File: src/rtl/spi_slave_pkg.sv
`default_nettype none
// ============================================================================
//  Module      : spi_slave_pkg
//  Description : Shared constants for the SPI slave shift engine:
//                byte width, synchronizer depth and FSM state encodings.
//  Revision    : 1.0 - initial release
// ============================================================================
package spi_slave_pkg;

    localparam int c_BYTE_W      = 8;
    localparam int c_SYNC_STAGES = 2;

    // Encodings are visible on the spi_state output port.
    localparam logic [1:0] c_ST_IDLE  = 2'b00;
    localparam logic [1:0] c_ST_SHIFT = 2'b01;

endpackage : spi_slave_pkg
`default_nettype wire

File: src/rtl/spi_slave_sync.sv
`default_nettype none
// ============================================================================
//  Module      : spi_slave_sync
//  Description : Synchronizer chain for one asynchronous pin, followed by a
//                history flop used for edge detection.
//  Ports       : clk, reset  - core clock, synchronous active-high reset
//                i_async     - asynchronous pin
//                o_sync      - synchronized level
//                o_rise      - synchronized level went 0 -> 1 this cycle
//                o_fall      - synchronized level went 1 -> 0 this cycle
//  Revision    : 1.0 - initial release
// ============================================================================
module spi_slave_sync
    import spi_slave_pkg::*;
(
    input  logic clk,
    input  logic reset,
    input  logic i_async,
    output logic o_sync,
    output logic o_rise,
    output logic o_fall
);

    logic [c_SYNC_STAGES-1:0] r_sync;
    logic                     r_hist;

    // All stages reset to 0: a pin that is already low after reset never
    // produces a falling edge, so a frame in progress is not re-entered.
    always_ff @(posedge clk) begin
        if (reset) begin
            r_sync <= '0;
            r_hist <= 1'b0;
        end else begin
            r_sync <= {r_sync[c_SYNC_STAGES-2:0], i_async};
            r_hist <= r_sync[c_SYNC_STAGES-1];
        end
    end

    assign o_sync = r_sync[c_SYNC_STAGES-1];
    assign o_rise = o_sync & ~r_hist;
    assign o_fall = ~o_sync & r_hist;

endmodule : spi_slave_sync
`default_nettype wire

File: src/rtl/spi_slave_io.sv
`default_nettype none
// ============================================================================
//  Module      : spi_slave_io
//  Description : SPI slave shift engine. Oversamples sclk/ss/mosi in the clk
//                domain, assembles received bytes and shifts tx_data out on
//                miso. Supports all CPOL/CPHA modes and MSB/LSB-first order.
//  Ports       : clk, reset          - core clock, sync active-high reset
//                spi_en              - block enable (low: ignore pins)
//                cpol, cpha          - SPI mode
//                lsbfirst            - bit 0 first on mosi and miso
//                sclk, ss, mosi      - asynchronous pins from the master
//                miso                - serial data to the master
//                tx_data / tx_read   - next tx byte / pulse when it is loaded
//                rx_data / rx_access - last rx byte / pulse when it updates
//                spi_state           - 00 IDLE, 01 SHIFT
//  Revision    : 1.0 - initial release
// ============================================================================
module spi_slave_io
    import spi_slave_pkg::*;
(
    input  logic                clk,
    input  logic                reset,
    input  logic                spi_en,
    input  logic                cpol,
    input  logic                cpha,
    input  logic                lsbfirst,
    input  logic                sclk,
    input  logic                ss,
    input  logic                mosi,
    output logic                miso,
    input  logic [c_BYTE_W-1:0] tx_data,
    output logic                tx_read,
    output logic [c_BYTE_W-1:0] rx_data,
    output logic                rx_access,
    output logic [1:0]          spi_state
);

    logic w_sclk, w_sclk_rise, w_sclk_fall;
    logic w_ss, w_ss_rise, w_ss_fall;
    logic w_mosi, w_mosi_rise, w_mosi_fall;

    spi_slave_sync u_sync_sclk (
        .clk(clk), .reset(reset), .i_async(sclk),
        .o_sync(w_sclk), .o_rise(w_sclk_rise), .o_fall(w_sclk_fall)
    );

    spi_slave_sync u_sync_ss (
        .clk(clk), .reset(reset), .i_async(ss),
        .o_sync(w_ss), .o_rise(w_ss_rise), .o_fall(w_ss_fall)
    );

    spi_slave_sync u_sync_mosi (
        .clk(clk), .reset(reset), .i_async(mosi),
        .o_sync(w_mosi), .o_rise(w_mosi_rise), .o_fall(w_mosi_fall)
    );

    // Only the mosi level, the ss level/fall and the sclk edges matter.
    logic w_unused;
    assign w_unused = &{1'b0, w_sclk, w_ss_rise, w_mosi_rise, w_mosi_fall};

    logic [1:0]          r_state;
    logic [2:0]          r_bit_cnt;
    logic                r_byte_done;
    logic [c_BYTE_W-1:0] r_rx_sr;
    logic [c_BYTE_W-1:0] r_tx_sr;
    logic [c_BYTE_W-1:0] r_rx_data;
    logic                r_rx_access;
    logic                r_tx_read;
    logic                r_miso;

    // Leading edge leaves the idle level, trailing edge returns to it.
    logic w_lead, w_trail, w_sample, w_shift;
    assign w_lead   = cpol ? w_sclk_fall : w_sclk_rise;
    assign w_trail  = cpol ? w_sclk_rise : w_sclk_fall;
    assign w_sample = cpha ? w_trail : w_lead;
    assign w_shift  = cpha ? w_lead  : w_trail;

    logic [c_BYTE_W-1:0] w_rx_next;
    logic [c_BYTE_W-1:0] w_tx_next;
    logic                w_load_bit;
    logic                w_next_bit;
    assign w_rx_next  = lsbfirst ? {w_mosi, r_rx_sr[c_BYTE_W-1:1]}
                                 : {r_rx_sr[c_BYTE_W-2:0], w_mosi};
    assign w_tx_next  = lsbfirst ? {1'b0, r_tx_sr[c_BYTE_W-1:1]}
                                 : {r_tx_sr[c_BYTE_W-2:0], 1'b0};
    assign w_load_bit = lsbfirst ? tx_data[0]   : tx_data[c_BYTE_W-1];
    assign w_next_bit = lsbfirst ? w_tx_next[0] : w_tx_next[c_BYTE_W-1];

    always_ff @(posedge clk) begin
        if (reset) begin
            r_state     <= c_ST_IDLE;
            r_bit_cnt   <= 3'd0;
            r_byte_done <= 1'b0;
            r_rx_sr     <= '0;
            r_tx_sr     <= '0;
            r_rx_data   <= '0;
            r_rx_access <= 1'b0;
            r_tx_read   <= 1'b0;
            r_miso      <= 1'b0;
        end else begin
            r_rx_access <= 1'b0;
            r_tx_read   <= 1'b0;
            case (r_state)
                c_ST_IDLE: begin
                    r_bit_cnt   <= 3'd0;
                    r_byte_done <= 1'b0;
                    r_miso      <= 1'b0;
                    // sclk edges coinciding with the ss fall are ignored.
                    if (spi_en && w_ss_fall) begin
                        r_state <= c_ST_SHIFT;
                        if (!cpha) begin
                            r_tx_sr   <= tx_data;
                            r_miso    <= w_load_bit;
                            r_tx_read <= 1'b1;
                        end
                    end
                end
                c_ST_SHIFT: begin
                    // Deselect or disable has priority over any sclk edge.
                    if (w_ss || !spi_en) begin
                        r_state     <= c_ST_IDLE;
                        r_bit_cnt   <= 3'd0;
                        r_byte_done <= 1'b0;
                        r_miso      <= 1'b0;
                    end else if (w_sample) begin
                        r_rx_sr   <= w_rx_next;
                        r_bit_cnt <= r_bit_cnt + 3'd1;
                        if (r_bit_cnt == 3'd7) begin
                            r_rx_data   <= w_rx_next;
                            r_rx_access <= 1'b1;
                            r_byte_done <= 1'b1;
                        end
                    end else if (w_shift) begin
                        r_byte_done <= 1'b0;
                        // CPHA=1 loads on the first shift edge of each byte;
                        // CPHA=0 already loaded at ss fall, so it reloads
                        // only on the shift edge that follows a full byte.
                        if (r_bit_cnt == 3'd0 && (cpha || r_byte_done)) begin
                            r_tx_sr   <= tx_data;
                            r_miso    <= w_load_bit;
                            r_tx_read <= 1'b1;
                        end else begin
                            r_tx_sr <= w_tx_next;
                            r_miso  <= w_next_bit;
                        end
                    end
                end
                default: begin
                    r_state <= c_ST_IDLE;
                end
            endcase
        end
    end

    assign miso      = r_miso & spi_en;
    assign tx_read   = r_tx_read;
    assign rx_data   = r_rx_data;
    assign rx_access = r_rx_access;
    assign spi_state = r_state;

endmodule : spi_slave_io
`default_nettype wire
File: config.mk
export PLATFORM = sky130hd
export DESIGN_NAME = spi_slave_io
export DESIGN_NICKNAME = d
export VERILOG_FILES = /design/src/rtl/spi_slave_pkg.sv /design/src/rtl/spi_slave_sync.sv /design/src/rtl/spi_slave_io.sv
export SDC_FILE = /design/constraint.sdc
export NUM_CORES = 1
export LEC_CHECK = 0
export BUFFER_PORTS_ARGS = -buffer_cell sky130_fd_sc_hd__buf_2
export CORE_MARGIN = 3
export CORE_UTILIZATION = 34
export CTS_CLUSTER_DIAMETER = 200
export DETAILED_ROUTE_END_ITERATION = 7
export GPL_ROUTABILITY_DRIVEN = 0
export GPL_TIMING_DRIVEN = 1
export PLACE_DENSITY = 0.54
export SLEW_MARGIN = 25
export SYNTH_ARGS = -nofsm -noshare
export SYNTH_HDL_FRONTEND = slang
export SYNTH_SLANG_ARGS = --single-unit
File: constraint.sdc
create_clock -name clk -period 2.2 [get_ports clk]
set_clock_uncertainty 0.05 [all_clocks]
set_input_delay 0.44 -clock clk [delete_from_list [all_inputs] [get_ports clk]]
set_output_delay 0.44 -clock clk [all_outputs]
set_load 0.05 [all_outputs]
==> impl_metrics.ini, run 1 <==
[min_path]
whs_path_depth = 2
min_from = ss
hold_class = in -> reg
hold_end = u_sync_ss.r_sync[0]

[yosys]
yosysSeqAreaShare_pct = 42.8
synthFlopType = dfxtp_1
synthesis.area_um2 = 1870
synth-warning-count = 0
synthCells = 191
synth-edff-count = 0
syn_avg_cell_area_um2 = 9.79
async_reset_ff_share_pct = 0
synth_cell_type_count = 36
ys_ff_latch = 40
synth.net_count = 211

[finish]
fillers = 531
final_common_cell = dfxtp_1
fin_area_um2 = 2160
area_growth_pct = 15.8
drive_gt1_share_pct = 23.3
antenna_cells = 0
layout.nets = 238
layout_common_cells = dfxtp_1, buf_2, mux2i_1

[cts]
numCtsBuffers = 5
cts_tree = yes
cts_resized = 0
clkLatencyLatePin_ns = 0.28
cts_num_sinks = 40
clk_path_buf_depth = 2
path_clk_slew_ns = 0.07
clock-root-buffer = clkbuf_8
post_cts_buffers = 0
htreeDepth = 2
hold_buffers = 0

[setup_path]
critPathMaxStageDelay_ns = 0.44
cp.arrival_ns = 1.72
cp-end-kind = register
cpMaxStageDelayCell = and3_1
critPathKind = reg -> reg
crit_path_start_kind = register
path_max_fanout = 9
reg2regPathDepth = 4
reg2reg_from = u_sync_ss.r_sync[1]
path_delay_family = simple AND/OR/NAND/NOR gates
cp.required_ns = 2.30
worstPathCellList = nor2b_1 > and2_1 > and3_1 > a211oi_1
reg2reg_slack_ns = 0.58
r2r_end = rx_data[2]
crit_buf_inv = 0

[timing]
setup_tns_ns = 0
finalSetupViolations = 0
slew_headroom_pct = 65.4
fin_crit_ns = 1.62
min_period_over_period_pct = 73.6
whs_ns = 0.311
slew_viol_final = 0
fmaxAchievable_mhz = 618
hold_viol_final = 0
worst_pin_slew_ns = 0.508
rsz0062_at_grt = false

[global_route]
grt_pass1_wl_um = 6600
grt_max_degree = 32
overflow = 0
first_global_vias = 1340
groute.usage.overall_pct = 13.1
grt_antenna_before_repair = 0

[power]
power_density_nw_per_um2 = 612
vdd_drop_max_mv = 0.372
power_mw = 1.32
p_leak_nw = 0.867

[floorplan]
die_y_um = 80.1
coreArea_um2 = 5200
rows = 26
die_w_um = 80.1
start_util_pct = 35.9
ios = 30
die_area_um2 = 6420

[routing]
detail-route-antenna-nets = 0
vias_per_cell = 4.99
drc = 0
wl_per_cell_um = 13.5
first_iter_violations = 71
vias = 1443
dr.pass1.iters = 5
wl_um = 3900

[run]
cap_violations = 0

[place]
hpwl_um = 2750
io_buffers = 28
dpl_cell_area_um2 = 2070

[run_status]
outcome = finished clean
[worst register-to-register path, delay by kind of cell (launching register included)]
kind | cells | cell delay [ns]
DFF | 1 | 0.32
AOI/OAI and AO/OA | 1 | 0.14
and+or+nand+nor | 3 | 0.99
[logic make-up after synthesis]
| family | Yosys count | synth area share (%) |
|---|---|---|
| AO/OA/AOI/OAI | 60 | 22.7 |
| flip-flops | 40 | 42.8 |
| AND/OR/NAND/NOR | 38 | 10.8 |
| multiplexers | 27 | 14.7 |
| buffers and inverters | 20 | 5.42 |
| adder cells (fa/ha/maj) | 3 | 2.01 |
| XOR/XNOR | 2 | 1.34 |
| other | 1 | 0.201 |
[Yosys cell counts (all sizes together) (2+ instances only)]
master / count / area [µm²]
a211oi: 20 / 150
a21oi: 11 / 66.3
a31oi: 8 / 50.1
and2: 4 / 25.0
and3: 2 / 12.5
buf: 8 / 55.1
clkbuf: 9 / 35.0
dfxtp: 40 / 801
ha: 3 / 37.5
inv: 3 / 11.3
mux2i: 26 / 264
nand2: 8 / 30.0
nand2b: 4 / 25.0
nor2: 6 / 25.0
nor2b: 10 / 62.6
nor3: 3 / 15.0
o211ai: 12 / 90.1
o21ai: 2 / 10.0
[sequential cells by signal (all words and copies together) (netlist names)]
signal and flops:
r_bit_cnt 3, u_sync_sclk.r_sync 2, spi_state 1, r_miso 1, r_rx_sr 8, u_sync_mosi.r_sync 2
tx_read 1, u_sync_ss.r_sync 2, r_tx_sr 8, r_byte_done 1, rx_access 1, u_sync_sclk.r_hist 1
u_sync_ss.r_hist 1, rx_data 8
[where the power goes]
part	leakage [nW]	internal, mW	switching [mW]
Clock	0.0455	0.256	0.235
Sequential	0.324	0.732	0.00360
Combinational	0.498	0.0411	0.0575
Total	0.867	1.03	0.296
[per-layer routing]
layer,track usage (%),share of wire [%],up-vias
li1,-,-,749
met1,18.6,52,657
met2,18.7,42,30
met3,3.70,4.4,7
met4,5.07,1.6,0
met5,0,0,-
[how the worst max path moves through the flow]
stage                         from    endpoint  slack [ns]  cells after the start
3_5_place_dp                  cpha  rx_data[0]        0.33                      5
5_1_grt        u_sync_ss.r_sync[1]  rx_data[4]        0.46                      5
4_1_cts        u_sync_ss.r_sync[1]  rx_data[7]        0.58                      4
2_1_floorplan         spi_state[0]  r_tx_sr[1]        0.37                      5
6_report       u_sync_ss.r_sync[1]  rx_data[2]        0.58                      4
3_3_place_gp                  cpha  rx_data[5]        0.34                      5
[area by class of cell]
class / count / area, µm² / area share (%)
Multi-Input combinational cell: 131 / 967 / 44.7
Timing Repair Buffer: 37 / 208 / 9.60
Tap cell: 70 / 87.6 / 4.05
Inverter: 3 / 11.3 / 0.520
Clock buffer: 8 / 90.1 / 4.16
Sequential cell: 40 / 801 / 37.0
[per-stage QoR]
| step | utilization (%) | instances | setup slack [ns] |
|---|---|---|---|
| floorplan | - | 191 | 0.374 |
| global placement | 39.9 | 281 | 0.344 |
| detailed placement | 39.9 | 281 | 0.327 |
| CTS | 41.6 | 289 | 0.578 |
| global route | 41.6 | 289 | 0.456 |
| finish | 41.6 | 289 | 0.581 |
(Power assumes the default switching activity.)
==> run 2: changes to the inputs <==
Clock period 2.2 ns to 1.5 ns, I/O delays scaled along.
==> run 2 against run 1 <==
Effect of this change: non-clock buffer count increased by 15; worst setup slack got worse by 0.52 ns; worst hold slack got worse by 0.15 ns; register-to-register slack got worse by 0.49 ns; clock power increased by 79%; critical path depth decreased by 2; total power increased by 61%; cell count increased by 5.2%; wire length increased by 5.8%; via count increased by 3.5%; die area unchanged; sequential share of layout area decreased by 3.0 points; critical path type is now reg -> out; critical endpoint is now spi_state[0]; largest power group unchanged.
==> impl_metrics.ini, run 2 (synthesized netlist as in run 1, its figures left out) <==
[setup_path]
cp.arrival_ns = 1.09
reg2reg_from = u_sync_sclk.r_sync[1]
r2r_end = rx_data[2]
cp-end-kind = output port
reg2regPathDepth = 6
path_max_fanout = 10
crit_path_start_kind = register
setup.worst_path.end = spi_state[0]
cp.required_ns = 1.15
startpoint = spi_state[0]
reg2reg_slack_ns = 0.09
critPathKind = reg -> out

[floorplan]
ios = 30
start_util_pct = 35.9
die_area_um2 = 6420
die_y_um = 80.1
die_w_um = 80.1
coreArea_um2 = 5200
rows = 26

[timing]
min_period_over_period_pct = 95.8
fmaxAchievable_mhz = 696
fin_crit_ns = 1.44
hold_viol_final = 0
finalSetupViolations = 0
slew_viol_final = 0

[power]
comb_power_share_pct = 8.0
switchingPower_uw = 483
vdd_drop_max_mv = 0.441
pwr-share-clk_pct = 41.4
p_int_mw = 1.64
seq_power_share_pct = 50.7
p_leak_nw = 0.976
power_density_nw_per_um2 = 895
p_sw_share_pct = 22.7

[routing]
vias = 1493
first_iter_violations = 117
wl_per_cell_um = 13.6
wl_um = 4120
drc = 0
vias_per_cell = 4.91
dr.pass1.iters = 4
detail-route-antenna-nets = 0

[cts]
cts_num_sinks = 40
hold_buffers = 0
post_cts_buffers = 0
numCtsBuffers = 5
clkLatencyLatePin_ns = 0.29
path_clk_slew_ns = 0.07
clock-root-buffer = clkbuf_8
clk_path_buf_depth = 2
htreeDepth = 2
cts_tree = yes

[finish]
layout.nets = 253
antenna_cells = 0
fillers = 535
area_growth_pct = 27.2
final_common_cell = dfxtp_1
drive_gt1_share_pct = 35.5
seq_area_um2 = 808
post-route-util_pct = 45.7
fin_area_um2 = 2380
layout_common_cells = dfxtp_1, buf_2, mux2i_1
multi_input_area_um2 = 1010

[global_route]
grt_antenna_before_repair = 0
groute.usage.overall_pct = 13.8
first_global_vias = 1451
overflow = 0
grt_max_degree = 32
grt_pass1_wl_um = 6910

[run]
cap_violations = 0

[min_path]
min_from = ss
hold_class = in -> reg

[run_status]
outcome = finished clean

[place]
dpl_cell_area_um2 = 2220
io_buffers = 28
hpwl_um = 2930
## run 2: cell count changes in the layout (fill, tap and decap cells not counted), sizes merged
cell and change:
clkinv +1, inv +1, bufinv +1, buf +15, clkbuf -3
## run 2: final cells by class
cell class,instances,area share [%]
tap,70,3.68
sequential,40,34.0
inverter,3,0.474
clock buffer,5,2.89
multi-input combinational,131,42.7
timing repair buffer,52,14.5
clock inverter,3,1.74
## run 2: routing by layer
metal | up-vias | wire length (µm) | global-route usage (%)
met4 | 0 | 66 | 6.59
met3 | 5 | 126 | 3.36
met2 | 22 | 1870 | 21.6
li1 | 782 | - | -
met1 | 684 | 2060 | 17.8
met5 | - | 0 | 0
## run 2: how the worst min path moves through the flow
stage / slack (ns) / to / depth (start not counted)
2_1_floorplan: 0.32 / u_sync_ss.r_sync[0] / 1
3_3_place_gp: 0.37 / u_sync_ss.r_sync[1] / 1
3_5_place_dp: 0.38 / u_sync_mosi.r_sync[1] / 1
4_1_cts: 0.15 / u_sync_mosi.r_sync[0] / 2
5_1_grt: 0.16 / u_sync_mosi.r_sync[0] / 2
6_report: 0.16 / u_sync_ss.r_sync[0] / 2
## run 2: critical path, stage by stage (launching register included)
cell and delay (ns):
dfxtp_4 0.35, buf_4 0.17, buf_2 0.28
## run 2: power by group through the flow
stage / sequential [mW] / combinational (mW) / clock [mW]
detailed placement: 1.10 / 0.167 / 0
global route: 1.08 / 0.184 / 0.947
finish: 1.08 / 0.170 / 0.880
CTS: 1.08 / 0.168 / 0.911
floorplan: 1.10 / 0.104 / 0
global placement: 1.10 / 0.167 / 0
## run 2: metrics by stage
| stage | hold slack (ns) | total power, mW | setup TNS (ns) | instances | setup WS (ns) |
|---|---|---|---|---|---|
| 3_3_place_gp | 0.367 | 1.27 | -2.09 | 296 | -0.0965 |
| 5_1_grt | 0.160 | 2.21 | -0.00625 | 304 | -0.00625 |
| 4_1_cts | 0.155 | 2.15 | 0 | 304 | 0.00238 |
| 3_5_place_dp | 0.376 | 1.27 | -2.55 | 296 | -0.151 |
| 6_report | 0.165 | 2.13 | 0 | 304 | 0.0631 |
| 2_1_floorplan | 0.322 | 1.20 | 0 | 191 | 0.00797 |
## run 2: what timing repair did
action | in CTS | in global routing
pin swaps | 0 | 3
gates resized for setup | 2 | 13
endpoints found under the setup margin | 8 | 26
==> run 3: changes to the inputs <==
Settings changed: CORE_UTILIZATION 34 to 50, PLACE_DENSITY 0.54 to 0.73.
==> run 3 against run 2 <==
Effect of this change: core utilization is 21 points higher; fmax is 2.7% lower; final area is 2.9% lower; highest routed layer unchanged; flip-flop and latch count stayed put; clock-buffer cell count is 1 higher; critical endpoint is now rx_data[6]; sequential power hardly changed; critical path depth is 4 higher; sequential share of layout area is 1.1 points higher; combinational power is 4% lower; non-clock buffer count is 5 lower; register-to-register slack worse by 0.07 ns; die area is 30% lower.
==> impl_metrics.ini, run 3 (synthesized netlist as in run 1, its figures left out) <==
[global_route]
grt_use_met1_pct = 24.0
grt.met3_usage_pct = 3.49
grt_pass1_wl_um = 6350
first_global_vias = 1458
grt_antenna_before_repair = 0
met2_usage_pct = 29.7
overflow = 0
groute.usage.overall_pct = 18.9
grt_max_degree = 25
top_usage_layer = met2

[routing]
vias_per_cell = 5.69
wl_per_cell_um = 14.8
vias = 1566
wl_um = 4080
detail-route-antenna-nets = 0
first_iter_violations = 93
dr.pass1.iters = 4
drc = 0

[finish]
seq_area_um2 = 810
antenna_cells = 0
fin_cells = 275
fin_area_um2 = 2310
multi_input_area_um2 = 1030
fillers = 298
drive_gt1_share_pct = 34.5
final_common_cell = dfxtp_1
area_growth_pct = 23.5
layout.nets = 248
layout_common_cells = dfxtp_1, buf_2, mux2i_1

[floorplan]
die_y_um = 67.1
rows = 21
die_area_um2 = 4510
ios = 30
coreArea_um2 = 3470
start_util_pct = 53.9
die_w_um = 67.1

[cts]
hold_buffers = 0
htreeDepth = 2
cts_num_sinks = 40
clkLatencyLatePin_ns = 0.30
clock-root-buffer = clkbuf_8
cts_tree = yes
clk_path_buf_depth = 2
numCtsBuffers = 5
path_clk_slew_ns = 0.07

[place]
placedCellCount = 266
dpl_cell_area_um2 = 2130
io_buffers = 28
hpwl_um = 2790

[timing]
min_period_over_period_pct = 98.4
finalSetupViolations = 0
hold_viol_final = 0
fmaxAchievable_mhz = 677
fin_crit_ns = 1.48
slew_viol_final = 0

[setup_path]
reg2reg_from = u_sync_sclk.r_sync[1]
reg2regPathDepth = 6
cp.required_ns = 1.65
r2r_end = rx_data[6]
cp.arrival_ns = 1.63
reg2reg_slack_ns = 0.02
crit_path_start_kind = register
cp-end-kind = register
critPathKind = reg -> reg
path_max_fanout = 17

[min_path]
whs_path_depth = 2
min_from = mosi
hold_end = u_sync_mosi.r_sync[0]
hold_class = in -> reg

[power]
power_mw = 1.98
power_density_nw_per_um2 = 857
vdd_drop_max_mv = 0.613
p_leak_nw = 0.945

[run]
cap_violations = 0

[run_status]
outcome = finished clean
[run 3: cell types whose count changed in the layout (fill, tap and decap cells not counted), sizes merged]
cell	change
inv	-1
bufinv	-1
clkbuf	+1
buf	-5
clkinv	+1
[run 3: power by group]
group,switching (mW),internal (mW),leakage (nW)
clock,0.369,0.367,0.0510
combinational,0.0896,0.0739,0.568
sequential,0.00701,1.07,0.326
[run 3: what timing repair did]
item | 4_1_cts | 5_1_grt
setup endpoints to repair | 5 | 23
setup buffers | 0 | 1
pin swaps | 1 | 3
gates resized for setup | 2 | 18
[run 3: final cells by class]
| class | count | area share, % |
|---|---|---|
| clock buffers | 6 | 3.58 |
| clock inverters | 2 | 0.434 |
| inverters | 3 | 0.488 |
| multi-input cells | 131 | 44.5 |
| flip-flops and latches | 40 | 35.1 |
| well taps | 46 | 2.49 |
| repair buffers | 47 | 13.4 |
[run 3: per-stage QoR]
stage	utilization (%)	hold WS [ns]	setup WS (ns)	setup TNS (ns)
3_3_place_gp	61.4	0.368	-0.145	-3.13
6_report	66.6	0.160	0.0237	0
5_1_grt	66.6	0.182	-0.0702	-0.0907
2_1_floorplan	-	0.322	0.00797	0
4_1_cts	64.1	0.154	-0.00855	-0.00855
3_5_place_dp	61.4	0.386	-0.211	-4.25
[run 3: per-layer routing]
metal,vias up,share of wire [%]
met5,-,0
li1,773,-
met2,38,49
met4,0,1.8
met1,747,44
met3,8,4.5
[run 3: worst max path at each step]
stage	from	to	slack [ns]	depth (start not counted)
final	u_sync_sclk.r_sync[1]	rx_data[6]	0.02	6
after global routing	u_sync_sclk.r_sync[1]	rx_data[6]	-0.07	6
after CTS	r_bit_cnt[0]	r_miso	-0.009	7
after detailed placement	cpol	rx_data[1]	-0.21	7
after global placement	cpol	rx_data[3]	-0.15	7
after floorplan	r_bit_cnt[0]	r_tx_sr[0]	0.008	8
[run 3: worst max-delay path: stages (launching register included)]
cell and delay (ns):
dfxtp_2 0.34, nand2b_4 0.15, mux2i_1 0.15, buf_4 0.16, buf_6 0.17, a31oi_1 0.10
a211oi_1 0.25
